[src/rtl/garage_door_pkg.sv]
`default_nettype none
// ============================================================================
// Module : garage_door_pkg
// Brief  : Shared encodings and counter-width helper for the door monitor.
// Rev    : 1.0
// ============================================================================
package garage_door_pkg;

    typedef enum logic [1:0] {
        IDLE  = 2'b00,
        Mv_Up = 2'b01,
        Mv_Dn = 2'b10
    } ctrl_state_e;

    typedef enum logic [1:0] {
        MON_IDLE  = 2'b00,
        MON_RUN   = 2'b01,
        MON_FAULT = 2'b10
    } mon_state_e;

    // Bits needed for a counter that must hold values 0 .. n-1.
    function automatic int cnt_width(input int n);
        return (n < 2) ? 1 : $clog2(n);
    endfunction

endpackage
`default_nettype wire

[src/rtl/garage_door_position_monitor_sync_debounce.sv]
`default_nettype none
// ============================================================================
// Module : sync_debounce
// Brief  : 2-flop synchronizer with optional stable-level debounce counter.
// Rev    : 1.0
// ============================================================================
module sync_debounce
    import garage_door_pkg::*;
#(
    parameter int DEB_CYCLES = 16,
    parameter bit BYPASS     = 1'b0
) (
    input  logic clk_i,
    input  logic rst_ni,
    input  logic raw_i,
    output logic level_o
);

    logic meta_q;
    logic sync_q;

    always_ff @(posedge clk_i or negedge rst_ni) begin
        if (!rst_ni) begin
            meta_q <= 1'b0;
            sync_q <= 1'b0;
        end else begin
            meta_q <= raw_i;
            sync_q <= meta_q;
        end
    end

    generate
        if (BYPASS) begin : g_bypass
            assign level_o = sync_q;
        end else begin : g_deb
            localparam int CNT_W = cnt_width(DEB_CYCLES);
            localparam logic [CNT_W-1:0] CNT_LAST = CNT_W'(DEB_CYCLES - 1);

            logic [CNT_W-1:0] cnt_q;
            logic             stable_q;

            // A new level is accepted only after DEB_CYCLES consecutive mismatches.
            always_ff @(posedge clk_i or negedge rst_ni) begin
                if (!rst_ni) begin
                    cnt_q    <= '0;
                    stable_q <= 1'b0;
                end else if (sync_q != stable_q) begin
                    if (cnt_q == CNT_LAST) begin
                        stable_q <= sync_q;
                        cnt_q    <= '0;
                    end else begin
                        cnt_q <= cnt_q + CNT_W'(1);
                    end
                end else begin
                    cnt_q <= '0;
                end
            end

            assign level_o = stable_q;
        end
    endgenerate

endmodule
`default_nettype wire

[src/rtl/garage_door_position_monitor.sv]
`default_nettype none
// ============================================================================
// Module : garage_door_position_monitor
// Brief  : Tracks door position from encoder ticks, debounces the remote
//          button and latches stall / illegal-command faults.
// Rev    : 1.0
// ============================================================================
module garage_door_position_monitor
    import garage_door_pkg::*;
#(
    parameter int POS_W        = 10,
    parameter int TRAVEL_TICKS = 600,
    parameter int STALL_CYCLES = 1000,
    parameter int DEB_CYCLES   = 16
) (
    input  logic             CLK,
    input  logic             RST,
    input  logic             Up_Motor,
    input  logic             Down_Motor,
    input  logic             Enc_Pulse,
    input  logic             Remote_Btn,
    output logic             Active,
    output logic             UP_Max,
    output logic             DN_Max,
    output logic [POS_W-1:0] Position,
    output logic             Stall_Fault
);

    localparam int               STALL_W    = cnt_width(STALL_CYCLES);
    localparam logic [STALL_W-1:0] STALL_LAST = STALL_W'(STALL_CYCLES - 1);
    localparam logic [POS_W-1:0] TRAVEL_C   = POS_W'(TRAVEL_TICKS);

    logic enc_sync;
    logic btn_level;

    sync_debounce #(
        .DEB_CYCLES (DEB_CYCLES),
        .BYPASS     (1'b0)
    ) u_btn (
        .clk_i   (CLK),
        .rst_ni  (RST),
        .raw_i   (Remote_Btn),
        .level_o (btn_level)
    );

    sync_debounce #(
        .DEB_CYCLES (2),
        .BYPASS     (1'b1)
    ) u_enc (
        .clk_i   (CLK),
        .rst_ni  (RST),
        .raw_i   (Enc_Pulse),
        .level_o (enc_sync)
    );

    logic             enc_prev_q;
    logic             tick;
    logic             dir_up;
    logic             dir_dn;
    logic             both_on;
    logic             both_off;
    logic [POS_W-1:0] pos_d;
    logic [POS_W-1:0] pos_q;
    logic             up_max_q;
    logic             dn_max_q;

    assign tick     = enc_sync & ~enc_prev_q;
    assign dir_up   = Up_Motor & ~Down_Motor;
    assign dir_dn   = Down_Motor & ~Up_Motor;
    assign both_on  = Up_Motor & Down_Motor;
    assign both_off = ~Up_Motor & ~Down_Motor;

    always_comb begin
        pos_d = pos_q;
        if (tick) begin
            if (dir_up && (pos_q != TRAVEL_C)) begin
                pos_d = pos_q + POS_W'(1);
            end else if (dir_dn && (pos_q != '0)) begin
                pos_d = pos_q - POS_W'(1);
            end
        end
    end

    // Limit flags follow pos_d so they move on the same edge as Position.
    always_ff @(posedge CLK or negedge RST) begin
        if (!RST) begin
            enc_prev_q <= 1'b0;
            pos_q      <= '0;
            up_max_q   <= 1'b0;
            dn_max_q   <= 1'b1;
        end else begin
            enc_prev_q <= enc_sync;
            pos_q      <= pos_d;
            up_max_q   <= (pos_d == TRAVEL_C);
            dn_max_q   <= (pos_d == '0);
        end
    end

    mon_state_e         mon_q;
    logic [STALL_W-1:0] stall_cnt_q;
    logic               fault_q;
    logic               active_q;
    logic               last_up_q;

    always_ff @(posedge CLK or negedge RST) begin
        if (!RST) begin
            mon_q       <= MON_IDLE;
            stall_cnt_q <= '0;
            fault_q     <= 1'b0;
            active_q    <= 1'b0;
            last_up_q   <= 1'b0;
        end else begin
            active_q  <= btn_level & ~fault_q;
            last_up_q <= Up_Motor;
            case (mon_q)
                MON_IDLE: begin
                    stall_cnt_q <= '0;
                    if (both_on) begin
                        mon_q   <= MON_FAULT;
                        fault_q <= 1'b1;
                    end else if (!both_off) begin
                        mon_q <= MON_RUN;
                    end
                end
                MON_RUN: begin
                    // A tick on the limit cycle takes priority over the stall.
                    if (both_on) begin
                        mon_q   <= MON_FAULT;
                        fault_q <= 1'b1;
                    end else if (both_off) begin
                        mon_q       <= MON_IDLE;
                        stall_cnt_q <= '0;
                    end else if (tick || (Up_Motor != last_up_q)) begin
                        stall_cnt_q <= '0;
                    end else if (stall_cnt_q == STALL_LAST) begin
                        mon_q   <= MON_FAULT;
                        fault_q <= 1'b1;
                    end else begin
                        stall_cnt_q <= stall_cnt_q + STALL_W'(1);
                    end
                end
                MON_FAULT: begin
                    if (both_off && !btn_level) begin
                        mon_q       <= MON_IDLE;
                        fault_q     <= 1'b0;
                        stall_cnt_q <= '0;
                    end
                end
                default: begin
                    mon_q       <= MON_IDLE;
                    stall_cnt_q <= '0;
                end
            endcase
        end
    end

    assign Position    = pos_q;
    assign UP_Max      = up_max_q;
    assign DN_Max      = dn_max_q;
    assign Active      = active_q;
    assign Stall_Fault = fault_q;

endmodule
`default_nettype wire

[config.mk]
export PLATFORM = sky130hd
export DESIGN_NAME = garage_door_position_monitor
export DESIGN_NICKNAME = d
export VERILOG_FILES = /design/src/rtl/garage_door_pkg.sv /design/src/rtl/garage_door_position_monitor_sync_debounce.sv /design/src/rtl/garage_door_position_monitor.sv
export SDC_FILE = /design/constraint.sdc
export NUM_CORES = 1
export LEC_CHECK = 0
export BUFFER_PORTS_ARGS = -buffer_cell sky130_fd_sc_hd__buf_4
export CAP_MARGIN = 10
export CORE_UTILIZATION = 53
export CTS_CLUSTER_DIAMETER = 120
export DETAILED_ROUTE_END_ITERATION = 12
export PLACE_DENSITY = 0.78
export SYNTH_ARGS = -nofsm -noshare
export SYNTH_HDL_FRONTEND = slang
export SYNTH_SLANG_ARGS = --single-unit
[constraint.sdc]
create_clock -name CLK -period 2.8 [get_ports CLK]
set_input_delay 0.42 -clock CLK [delete_from_list [all_inputs] [get_ports CLK]]
set_output_delay 0.42 -clock CLK [all_outputs]
set_load 0.1 [all_outputs]
**Word-level counts from Yosys, hierarchy flattened**

Index checks and enable logic that the tools add are counted.

- Bits in registers: 37
- Input bits: 6
- Output and inout bits: 14

- Add/subtract/negate cells: 4
- Equality and inequality tests: 18
- Multiplexer cells: 26
- Bitwise gates (word level): 10
- Reductions and logical operators: 13

Operators by type and width:

| kind | number |
|---|---|
| 10-bit 2-to-1 mux | 8 |
| 10-bit by 1-bit adder with 10-bit output (second input constant) | 2 |
| 10-bit == test (second input constant) | 2 |
| 10-bit one-hot mux with 2 select lines | 1 |
| 2-bit 2-to-1 mux | 7 |
| 3-bit != test (second input constant) | 4 |
| 4-bit != test (second input constant) | 3 |
| 10-bit logical NOT | 1 |
| 10-bit != test (second input constant) | 1 |
| 10-bit nonzero test | 1 |
| 10-bit by 1-bit subtractor with 10-bit output (second input constant) | 1 |
| 4-bit 2-to-1 mux | 2 |
| 1-bit bitwise AND | 6 |
| 1-bit 2-to-1 mux | 6 |
| 2-bit != test (second input constant) | 3 |
| 2-bit one-hot mux with 3 select lines | 1 |
| 6-bit AND reduction | 1 |
| 4-bit by 1-bit adder with 4-bit output (second input constant) | 1 |
| 4-bit == test (second input constant) | 1 |
| 1-bit inverter | 4 |
| 4-bit AND reduction | 1 |
| 1-bit logical AND | 3 |
| 1-bit one-hot mux with 3 select lines | 1 |
| 3-bit AND reduction | 1 |
| 8 further kinds | 9 |

**Logic depth before layout (Yosys ltp)**

Gate-level depths: netlist (run 1).

- Word-level depth: 7
- Depth in mapped cells: 9
- Depth with buffers taken out: 8

**Hierarchy**

Synthesis (run 1) repeated with hierarchy kept, for this count alone.

- Cells, all modules: 229
- Area, all modules: 2,235.9 µm²

Modules (own cells, without submodules):

| module | times used | cells an instance | area an instance (µm²) | sequential area each (µm²) |
|---|---|---|---|---|
| garage_door_position_monitor | 1 | 209 | 1,915.6 | 701.9 |
| sync_debounce (u_btn) | 1 | 18 | 270.3 | 175.2 |
| sync_debounce (u_enc) | 1 | 2 | 50.0 | 50.0 |

**Worst setup path before layout (run 1)**

OpenSTA, ideal clock, no wires.

- Path type: register to register
- Start point: reg pos_q[0] (netlist: Position[0])
- End point: reg up_max_q (netlist: UP_Max)
- Setup time: 0.068 ns
- Data arrival time: 3.149 ns
- Data required time: 2.732 ns
- Path slack: -0.417 ns
- Stages on the path, launching flop included: 10
- Buffers on the path: 1
- Cell sequence: dfrtp_1 > buf_4 > inv_1 > ha_1 > or3b_1 > o311a_4 > and4b_1 > or3_1 > a2111o_1 > and4bb_1

- Cells in the longest elaborated chain, start to end: 6

RTL lines:

| what | RTL line | text |
|---|---|---|
| from (decl) | garage_door_position_monitor.sv:63 | `logic [POS_W-1:0] pos_q;` |
| from (signal assigned) | garage_door_position_monitor.sv:93 | `pos_q <= pos_d;` |
| parallel branches: the longest is 4 deep, another holds 10-bit by 1-bit subtractor with 10-bit output | -- |  |
| 10-bit 2-to-1 mux (*) | garage_door_position_monitor.sv:75 | `if (tick) begin` |
| 10-bit == test (*) | garage_door_position_monitor.sv:94 | `up_max_q <= (pos_d == TRAVEL_C);` |
| to (signal assigned) | garage_door_position_monitor.sv:94 |  |
| to (decl) | garage_door_position_monitor.sv:64 | `logic up_max_q;` |

Every way passes the cells marked *.
A chain may end at the register's enable or synchronous reset.

**Final worst setup path (run 1)**

Ends and elaborated chain as after synthesis.

==> results of run 1 <==
-- final cells by class --
type,count,area [sq um]
clock buffers,6,72.6
clock inverters,2,35.0
fillers,291,1250
inverters,10,40.0
multi-input cells,162,1080
flip-flops and latches,37,936
well taps,48,60.1
repair buffers,29,218
-- report_power, final --
part | internal (uW) | switching [uW]
clock | 264 | 178
sequential | 634 | 108
combinational | 373 | 903
total | 1270 | 1190
-- synth_stat cells (2+ instances only) --
cell type	n
xor2_1	13
nor2b_1	6
clkbuf_1	2
o21ai_0	15
o22ai_1	2
or4_1	2
nor4_1	5
a311oi_1	2
nor3_1	10
or3_1	4
a21oi_1	11
inv_1	10
a31oi_1	4
nor2_1	15
dfrtp_1	36
nand3_1	7
nand2b_1	4
nand2_1	18
nand4_1	5
ha_1	8
xnor2_1	4
-- layout by cell type, fill, tap and decap left out, types with 2 or more instances in the layout --
cell type,instances
xnor2_1,4
buf_4,29
o22ai_1,2
a21oi_1,11
nand2_1,18
a311oi_1,2
a31oi_1,4
nor3_1,10
nand2b_1,4
inv_1,9
nor4_1,5
xor2_1,13
nand4_1,5
nand3_1,7
or4_1,2
nor2_1,15
o21ai_0,15
clkbuf_8,5
nor2b_1,6
or3_1,4
dfrtp_1,31
ha_1,7
dfrtp_2,4
-- path summary, 6_finish.rpt --
check	startpoint	endpoint
min in group CLK	Remote_Btn	u_btn.meta_q
max reg2reg	Position[0]	UP_Max
min reg2reg	u_enc.meta_q	u_enc.level_o
max	Position[0]	UP_Max
min	RST	Position[7]
max in group asynchronous	RST	Position[0]
-- per-stage QoR --
step | hold WS [ps] | area [sq um]
finish | 82.4 | 2440
global route | 115 | 2440
CTS | 92.7 | 2440
detailed placement | 335 | 2330
global placement | 333 | 2330
floorplan | 124 | 2090
-- layer usage --
layer	vias up	routed length [um]	global-route usage, %
li1	831	-	-
met1	816	2000	31.5
met2	84	2030	35.7
met3	25	294	4.11
met4	0	134	9.17
met5	-	0	0
-- critical path: cells and delay by family (launching register included) --
kind | cells | cell delay (ps)
adders and majority gates | 1 | 140
DFF | 1 | 490
AOI/OAI and AO/OA | 2 | 790
buffers and inverters | 1 | 60
and+or+nand+nor | 4 | 1180
-- state kept, by name, indices dropped and copies added, names as in the netlist --
name / count
mon_q: 2
enc_prev_q: 1
u_btn.level_o: 1
last_up_q: 1
u_enc.level_o: 1
u_btn.g_deb.cnt_q: 4
stall_cnt_q: 10
DN_Max: 1
Stall_Fault: 1
Position: 10
u_enc.meta_q: 1
u_btn.sync_q: 1
u_btn.meta_q: 1
Active: 1
UP_Max: 1
-- cell families (layout without fill, tap and decap cells) --
| group | count (synthesis) | in the layout | synth area share (%) |
|---|---|---|---|
| buffers and inverters | 14 | 47 | 3.10 |
| multiplexers | 1 | 1 | 0.548 |
| AO/OA/AOI/OAI | 42 | 42 | 13.0 |
| XOR/XNOR | 17 | 17 | 7.24 |
| AND/OR/NAND/NOR | 94 | 94 | 26.1 |
| adder cells (fa/ha/maj) | 8 | 8 | 4.87 |
| flip-flops | 37 | 37 | 45.1 |
==> run_results.csv, run 1 <==
group,metric,value,unit
status,status,"finished clean",
placed_design,dp_worst_setup_slack,94.6,ps
logic_synthesis,syn_nets,227,
setup_path,r2r_cells,8,
cts,cts_buffer_depth,2,
grt,grt_overflow,0,
setup_path,worstSetupEndpointType,"flip-flop",
placed_design,gp_congestion,0.856,
detailed_routing,drc,0,
detailed_routing,drtPass1Iterations,5,
logic_synthesis,yosys.area.top_type_share,43.8,%
logic_synthesis,synth-seq-area-share,45.1,%
cts,clk_pin_slew,70,ps
logic_synthesis,synth-edff-count,0,
run,max_cap_violations,0,
timing,setup_viol,0,
timing,slew-limit-headroom,64.9,%
pwr,vdd_drop_max,0.573,mV
timing,period_needed,2710,ps
die,num_rows,22,
logic_synthesis,netlist_area,2060,sq um
grt,grt_use_total,22.9,%
timing,finalCritPeriodShare,96.8,%
logic_synthesis,ys_warn_count,0,
setup_path,crit_fanout,8,
timing,fin_tns_setup,0,ps
timing,hold_violations,0,
logic_synthesis,avgSynthCellArea,9.65,sq um
die,die_height,64.3,um
logic_synthesis,synth_flop_cell,"dfrtp_1",
setup_path,slowest_delay,490,ps
setup_path,startpoint_type,"flip-flop",
setup_path,critPathKind,"flip-flop to flip-flop",
pwr,cellPowerDensity,1010,nW/um^2
pwr,power.static_leakage,0.00106,uW
placed_design,place_hpwl,3120,um
logic_synthesis,yosysUniqueCellTypes,51,
grt,grt_pass1_vias,1586,
cts,cts-root-buf,"clkbuf_8",
detailed_routing,routed_via_density,5.97,
final_layout,final_util,66.2,%
cts,clk_latency,280,ps
logic_synthesis,yosys.area.top_type,"dfrtp_1",
cts,cts_buffers,5,
setup_path,path_cells,"inv_4 -> ha_4 -> or3b_4 -> o311a_4 -> and4b_1 -> or3_1 -> a2111o_1 -> and4bb_1",
die,core_area,3690,sq um
min_path,hold_path_class,"primary input to async pin",
final_layout,final_cell_count_no_fill,294,
pwr,p_total,2460,uW
timing,rsz0062_at_grt,"no",
timing,tightest_slew,521,ps
cts,cts.sinks,37,
logic_synthesis,yosys-top-cells-area,"dfrtp_1 44%, xor2_1 5.5%, ha_1 4.9%",
grt,grt_pass1_wl,7250,um
setup_path,crit_required,3020,ps
detailed_routing,wl_per_cell,15.2,um
final_layout,synthToLayoutAreaGrowth,18.7,%
cts,cts_tree,"built",
logic_synthesis,syn_inst,213,
logic_synthesis,ys_ff_latch,37,
timing,report.final.slew_viol_count,0,
setup_path,reg2reg_slack,90,ps
cts,cts_setup_buffers,0,
timing,fin_ws,89.2,ps
final_layout,nets,259,
die,die_area,4130,sq um
die,io_pins,20,
cts,post_cts_resized,0,
setup_path,cp_data_arrival_time,2940,ps
timing,fmax,369,MHz
final_layout,drive_gt1_share,22.4,%
detailed_routing,drt-total-wl,4460,um
placed_design,portBuffers,19,
logic_synthesis,async_reset_ff_share,100,%
cts,ctsHoldBuffers,0,
detailed_routing,antenna_left,0,
die,start_util,55.7,%
setup_path,cpMaxStageDelayCell,"dfrtp_4",
grt,antenna_found_initial,0,
placed_design,placedCellCount,286,
detailed_routing,drtIter0Drc,153,
detailed_routing,vias,1756,
cts,h-tree-depth,2,
grt,grt_max_degree,38,
final_layout,antennaDiodeCount,0,
die,fp.dieW,64.3,um
timing,finClkSkew,6.63,ps
(Power assumes the default switching activity.)
==> run 2: changes to the inputs <==
--- a/config.mk
+++ b/config.mk
@@ -7,7 +7,9 @@
 export LEC_CHECK = 0
 export BUFFER_PORTS_ARGS = -buffer_cell sky130_fd_sc_hd__buf_4
 export CAP_MARGIN = 10
-export CORE_UTILIZATION = 53
+export CELL_PAD_IN_SITES_DETAIL_PLACEMENT = 1
+export CELL_PAD_IN_SITES_GLOBAL_PLACEMENT = 1
+export CORE_UTILIZATION = 41
 export CTS_CLUSTER_DIAMETER = 120
 export DETAILED_ROUTE_END_ITERATION = 12
 export PLACE_DENSITY = 0.78
==> run 2 against run 1 <==
Core utilization shrank 14 points. Die area up 28%. Largest power group unchanged. Clock skew rose by 2.8 ps. Global-route usage shrank 2.2 points. Clock power decreased by 12%. Combinational power increased by 4%. Maximum frequency is 1.6% lower.
==> run_results.csv, run 2 (synthesis gave the netlist of run 1 again) <==
group,metric,value,unit
status,status,"finished clean",
min_path,hold_path_class,"primary input to async pin",
detailed_routing,drc,0,
timing,setup_viol,0,
setup_path,crit_required,3040,ps
detailed_routing,vias,1739,
setup_path,crit_start,"Position[0]",
cts,cts_tree,"built",
die,die_area,5300,sq um
placed_design,gp_congestion,0.842,
timing,hold_violations,0,
die,io_pins,20,
pwr,vdd_drop_max,1.00,mV
timing,finalCritPeriodShare,98.4,%
pwr,power.static_leakage,0.00106,uW
setup_path,startpoint_type,"flip-flop",
final_layout,layout_common_cells,"32 x buf_4, 31 x dfrtp_1, 18 x nand2_1, 15 x o21ai_0, 15 x nor2_1",
cts,h-tree-depth,2,
detailed_routing,antenna_left,0,
final_layout,synthToLayoutAreaGrowth,20.7,%
setup_path,crit_fanout,5,
detailed_routing,met1Wirelength,2310,um
die,core_area,4790,sq um
cts,cts-root-buf,"clkbuf_8",
final_layout,final_util,51.8,%
setup_path,reg2reg_slack,50,ps
placed_design,portBuffers,19,
final_layout,mostFrequentLayoutCell,"buf_4",
detailed_routing,drt-total-wl,5100,um
die,die_height,72.8,um
timing,report.final.slew_viol_count,0,
cts,cts.sinks,37,
cts,cts_buffers,5,
grt,grt_max_degree,38,
detailed_routing,wl_per_cell,16.1,um
detailed_routing,met3WireLength,167,um
placed_design,place_hpwl,3770,um
setup_path,worstSetupEndpointType,"flip-flop",
setup_path,slowest_delay,490,ps
setup_path,cp_data_arrival_time,2990,ps
timing,tightest_slew,578,ps
pwr,cellPowerDensity,984,nW/um^2
setup_path,critPathKind,"flip-flop to flip-flop",
grt,grt_pass1_vias,1785,
timing,fmax,363,MHz
final_layout,drive_gt1_share,24.5,%
grt,grt_overflow,0,
cts,ctsHoldBuffers,0,
die,num_rows,25,
grt,antenna_found_initial,0,
detailed_routing,wl_met2,2560,um
cts,clk_pin_slew,90,ps
detailed_routing,drtPass1Iterations,4,
setup_path,reg2reg_from,"Position[0]",
timing,finClkSkew,9.43,ps
die,start_util,43.0,%
timing,fin_tns_setup,0,ps
cts,cts_buffer_depth,2,
setup_path,path_cells,"inv_4 -> ha_4 -> or3b_4 -> o311a_4 -> and4b_1 -> or3_4 -> a2111o_1 -> and4bb_1",
final_layout,nets,262,
run,max_cap_violations,0,
timing,hold_ws,72.4,ps
die,fp.dieW,72.8,um
setup_path,cpMaxStageDelayCell,"dfrtp_4",
grt,grt_pass1_wl,8300,um
detailed_routing,top_layer,"met4",
detailed_routing,routed_via_density,5.50,
final_layout,fill_cells,551,
final_layout,antennaDiodeCount,0,
timing,period_needed,2750,ps
grt,grt_use_total,20.7,%
timing,slew-limit-headroom,61.1,%
cts,clk_latency,300,ps
detailed_routing,drtIter0Drc,41,
run 2: path summary, 6_finish.rpt:
| kind | endpoint | depth (start not counted) |
|---|---|---|
| max | UP_Max | 8 |
| min | Position[0] | 1 |
| max reg2reg | UP_Max | 8 |
| min reg2reg | u_enc.level_o | 0 |
| max in group asynchronous | Position[2] | 1 |
| min in group CLK | u_enc.meta_q | 1 |
run 2: layout make-up:
type,count,area [sq um],share of cell area (%)
flip-flops and latches,37,936,37.7
repair buffers,32,240,9.68
inverters,10,40.0,1.61
well taps,67,83.8,3.38
clock buffers,5,68.8,2.77
clock inverters,3,21.3,0.857
multi-input cells,162,1090,44.0
run 2: critical path, delay by kind of cell, from the launching register on:
family / cells / cell delay, ps
buffers and inverters: 1 / 60
and+or+nand+nor: 4 / 1230
DFF: 1 / 490
adders and majority gates: 1 / 140
AOI/OAI and AO/OA: 2 / 770
run 2: what timing repair did:
item / in CTS / in global routing
endpoints found under the setup margin: 0 / 2
buffers inserted: 0 / 1
gates resized for setup: 0 / 2
run 2: per-stage QoR:
stage / cell area (sq um) / setup WS, ps / cells / power, uW
CTS: 2460 / 17.8 / 315 / 2440
floorplan: 2090 / -131 / 213 / 1680
detailed placement: 2370 / 50.9 / 307 / 2040
global placement: 2370 / 129 / 307 / 2020
global route: 2480 / -1.67 / 316 / 2560
finish: 2480 / 45.8 / 316 / 2440
run 2: power by group:
group          switching (uW)  internal (uW)  total [uW]
combinational             937            388        1330
clock                     213            177         390
sequential               91.4            634         725
run 2: metal layers:
metal / global-route usage, % / vias to the layer above
li1: - / 833
met5: 0 / -
met4: 7.84 / 0
met1: 26.7 / 879
met2: 34.1 / 22
met3: 4.70 / 5
==> run 3: changes to the inputs <==
--- a/config.mk
+++ b/config.mk
@@ -5,11 +5,12 @@
 export SDC_FILE = /design/constraint.sdc
 export NUM_CORES = 1
 export LEC_CHECK = 0
+export ABC_AREA = 1
 export BUFFER_PORTS_ARGS = -buffer_cell sky130_fd_sc_hd__buf_4
 export CAP_MARGIN = 10
 export CELL_PAD_IN_SITES_DETAIL_PLACEMENT = 1
 export CELL_PAD_IN_SITES_GLOBAL_PLACEMENT = 1
-export CORE_UTILIZATION = 41
+export CORE_UTILIZATION = 39
 export CTS_CLUSTER_DIAMETER = 120
 export DETAILED_ROUTE_END_ITERATION = 12
 export PLACE_DENSITY = 0.78
==> run 3 against run 2 <==
Core utilization decreased by 4.7 points. Die area increased by 16%. Area after synthesis increased by 11%. Sequential cell count unchanged. First-iteration DRC count increased by 120%. Clock-buffer cell count unchanged. Global-route usage increased by 1.2 points. Cell count increased by 28%. Register-to-register slack improved by 470 ps. Critical endpoint is now DN_Max. Highest routed layer unchanged.
==> run_results.csv, run 3 <==
group,metric,value,unit
final_layout,antennaDiodeCount,0,
die,start_util,40.8,%
setup_path,cpMaxStageDelayCell,"dfrtp_1",
timing,rsz0062_at_grt,"no",
grt,grt_max_degree,38,
timing,period_needed,2280,ps
pwr,clockPowerShare,23.9,%
die,fp.dieW,78.4,um
placed_design,portBuffers,19,
die,num_rows,27,
final_layout,synthToLayoutAreaGrowth,15.5,%
status,status,"finished clean",
logic_synthesis,netlist_area,2270,sq um
setup_path,worstSetupEndpointType,"flip-flop",
logic_synthesis,ys_ff_latch,37,
detailed_routing,antenna_left,0,
timing,slew-limit-headroom,67.7,%
cts,cts.sinks,37,
pwr,cellPowerDensity,913,nW/um^2
min_path,hold_path_class,"primary input to async pin",
logic_synthesis,yosys.area.top_type_share,39.6,%
detailed_routing,wl_per_cell,14.8,um
detailed_routing,routed_via_density,5.14,
pwr,comb_power_share,45.3,%
pwr,switching_share,49.3,%
timing,setup_viol,0,
final_layout,drive_gt1_share,16.8,%
cts,cts-root-buf,"clkbuf_8",
setup_path,slowest_delay,470,ps
setup_path,crit_fanout,7,
logic_synthesis,yosys-top-cells-area,"dfrtp_1 40%, nand2_1 14%, nand3_1 7.9%",
logic_synthesis,syn_nets,321,
logic_synthesis,synth_flop_cell,"dfrtp_1",
setup_path,startpoint_type,"flip-flop",
pwr,power.static_leakage,0.00131,uW
cts,cts_buffer_depth,2,
grt,grt_use_total,21.9,%
logic_synthesis,synth_most_common_cell,"nand2_1",
setup_path,cp_data_arrival_time,2520,ps
timing,fin_tns_setup,0,ps
final_layout,seq_area,927,sq um
die,io_pins,20,
final_layout,layout_common_cells,"84 x nand2_1, 40 x inv_1, 36 x dfrtp_1, 36 x nand3_1, 34 x nor2_1",
detailed_routing,drtIter0Drc,90,
setup_path,crit_required,3040,ps
logic_synthesis,synth-seq-area-share,40.8,%
timing,finClkSkew,5.71,ps
logic_synthesis,yosysUniqueCellTypes,30,
cts,cts_buffers,5,
timing,hold_violations,0,
pwr,vdd_drop_max,0.498,mV
timing,hold_ws,81.1,ps
cts,cts_setup_buffers,0,
grt,grt_overflow,0,
setup_path,path_cells,"inv_1 -> ha_1 -> inv_1 -> nor2_2 -> nand3_1 -> nand2_2 -> nand2_2 -> nand2_2 -> nand2_1 -> nand2_1 -> nand3_1 -> nor2_2 -> nand3_1 -> nor2_1",
logic_synthesis,avgSynthCellArea,7.41,sq um
detailed_routing,vias,2083,
run,max_cap_violations,0,
final_layout,mostFrequentLayoutCell,"nand2_1",
timing,finalCritPeriodShare,81.5,%
placed_design,gp_congestion,0.889,
cts,post_cts_resized,0,
logic_synthesis,synth-edff-count,0,
logic_synthesis,yosys.area.top_type,"dfrtp_1",
detailed_routing,drc,0,
placed_design,place_hpwl,4510,um
timing,report.final.slew_viol_count,0,
logic_synthesis,ys_warn_count,0,
cts,clk_latency,300,ps
logic_synthesis,synth_common_cells,"84 x nand2_1, 40 x inv_1, 36 x dfrtp_1, 36 x nand3_1, 34 x nor2_1",
final_layout,multiInputGateArea,1160,sq um
placed_design,placedCellCount,397,
grt,antenna_found_initial,0,
logic_synthesis,syn_inst,307,
final_layout,final_cell_count_no_fill,405,
logic_synthesis,async_reset_ff_share,100,%
pwr,p_seq_share,30.8,%
setup_path,worst-path-buf-inv,2,
grt,grt_pass1_vias,2141,
cts,h-tree-depth,2,
final_layout,nets,346,
die,die_area,6140,sq um
detailed_routing,drt-total-wl,5990,um
timing,fmax,438,MHz
cts,ctsHoldBuffers,0,
die,core_area,5570,sq um
pwr,p_int,1210,uW
grt,grt_pass1_wl,10300,um
cts,cts_tree,"built",
final_layout,fill_cells,740,
setup_path,critPathTopFamily,"simple AND/OR/NAND/NOR gates",
cts,clk_pin_slew,90,ps
timing,tightest_slew,484,ps
die,die_height,78.4,um
detailed_routing,drtPass1Iterations,4,
pwr,p_sw,1180,uW
setup_path,critPathKind,"flip-flop to flip-flop",
-- run 3: changes by cell type after synthesis, sizes merged, moves of 6 or more --
cell	change
nor2	+23
nor2b	-6
nand2	+79
xor2	-10
inv	+32
nand3	+30
-- run 3: cell families (layout without fill, tap and decap cells) --
group | Yosys count | in the layout | share of synthesized area (%)
compound gates | 28 | 28 | 7.93
fa+ha+maj | 8 | 8 | 4.40
buf+inv | 44 | 70 | 8.14
xor+xnor | 5 | 5 | 1.93
flops | 37 | 37 | 40.8
simple gates | 185 | 185 | 36.8
-- run 3: final timing paths --
check                                  start           end  slack [ps]  cells after the start
worst max-delay path             Position[0]        DN_Max         520                     14
worst min-delay path                     RST   Position[3]          80                      1
worst max register to register   Position[0]        DN_Max         520                     14
worst min register to register  u_btn.meta_q  u_btn.sync_q         350                      0
max in group asynchronous                RST        DN_Max        2370                      1
min in group CLK                  Remote_Btn  u_btn.meta_q         230                      1
-- run 3: power groups by stage --
stage	sequential [uW]	clock, uW	combinational, uW
floorplan	1130	0	424
global placement	742	0	1070
detailed placement	744	0	1080
CTS	737	588	1090
global route	753	606	1170
finish	737	573	1090
-- run 3: metal layers --
metal | track usage (%) | part of all wire (%)
met5 | 0 | 0
met1 | 29.4 | 49
met3 | 4.53 | 2.7
met2 | 35.3 | 47
met4 | 7.22 | 1.6
-- run 3: layout make-up --
cell class                      count  share of cell area (%)
Inverter                           42                    6.10
Clock buffer                        5                    2.62
Multi-Input combinational cell    226                    44.2
Timing Repair Buffer               20                    5.72
Sequential cell                    37                    35.3
Tap cell                           72                    3.43
Clock inverter                      3                    2.62
-- run 3: metrics by stage --
| stage | power, uW | area, sq um | setup WS [ps] | utilization [%] |
|---|---|---|---|---|
| after floorplan | 1550 | 2270 | 210 | - |
| after global placement | 1810 | 2490 | 535 | 44.6 |
| after detailed placement | 1830 | 2490 | 462 | 44.6 |
| after CTS | 2410 | 2630 | 536 | 47.1 |
| after global routing | 2530 | 2630 | 326 | 47.1 |
| final | 2400 | 2630 | 518 | 47.1 |
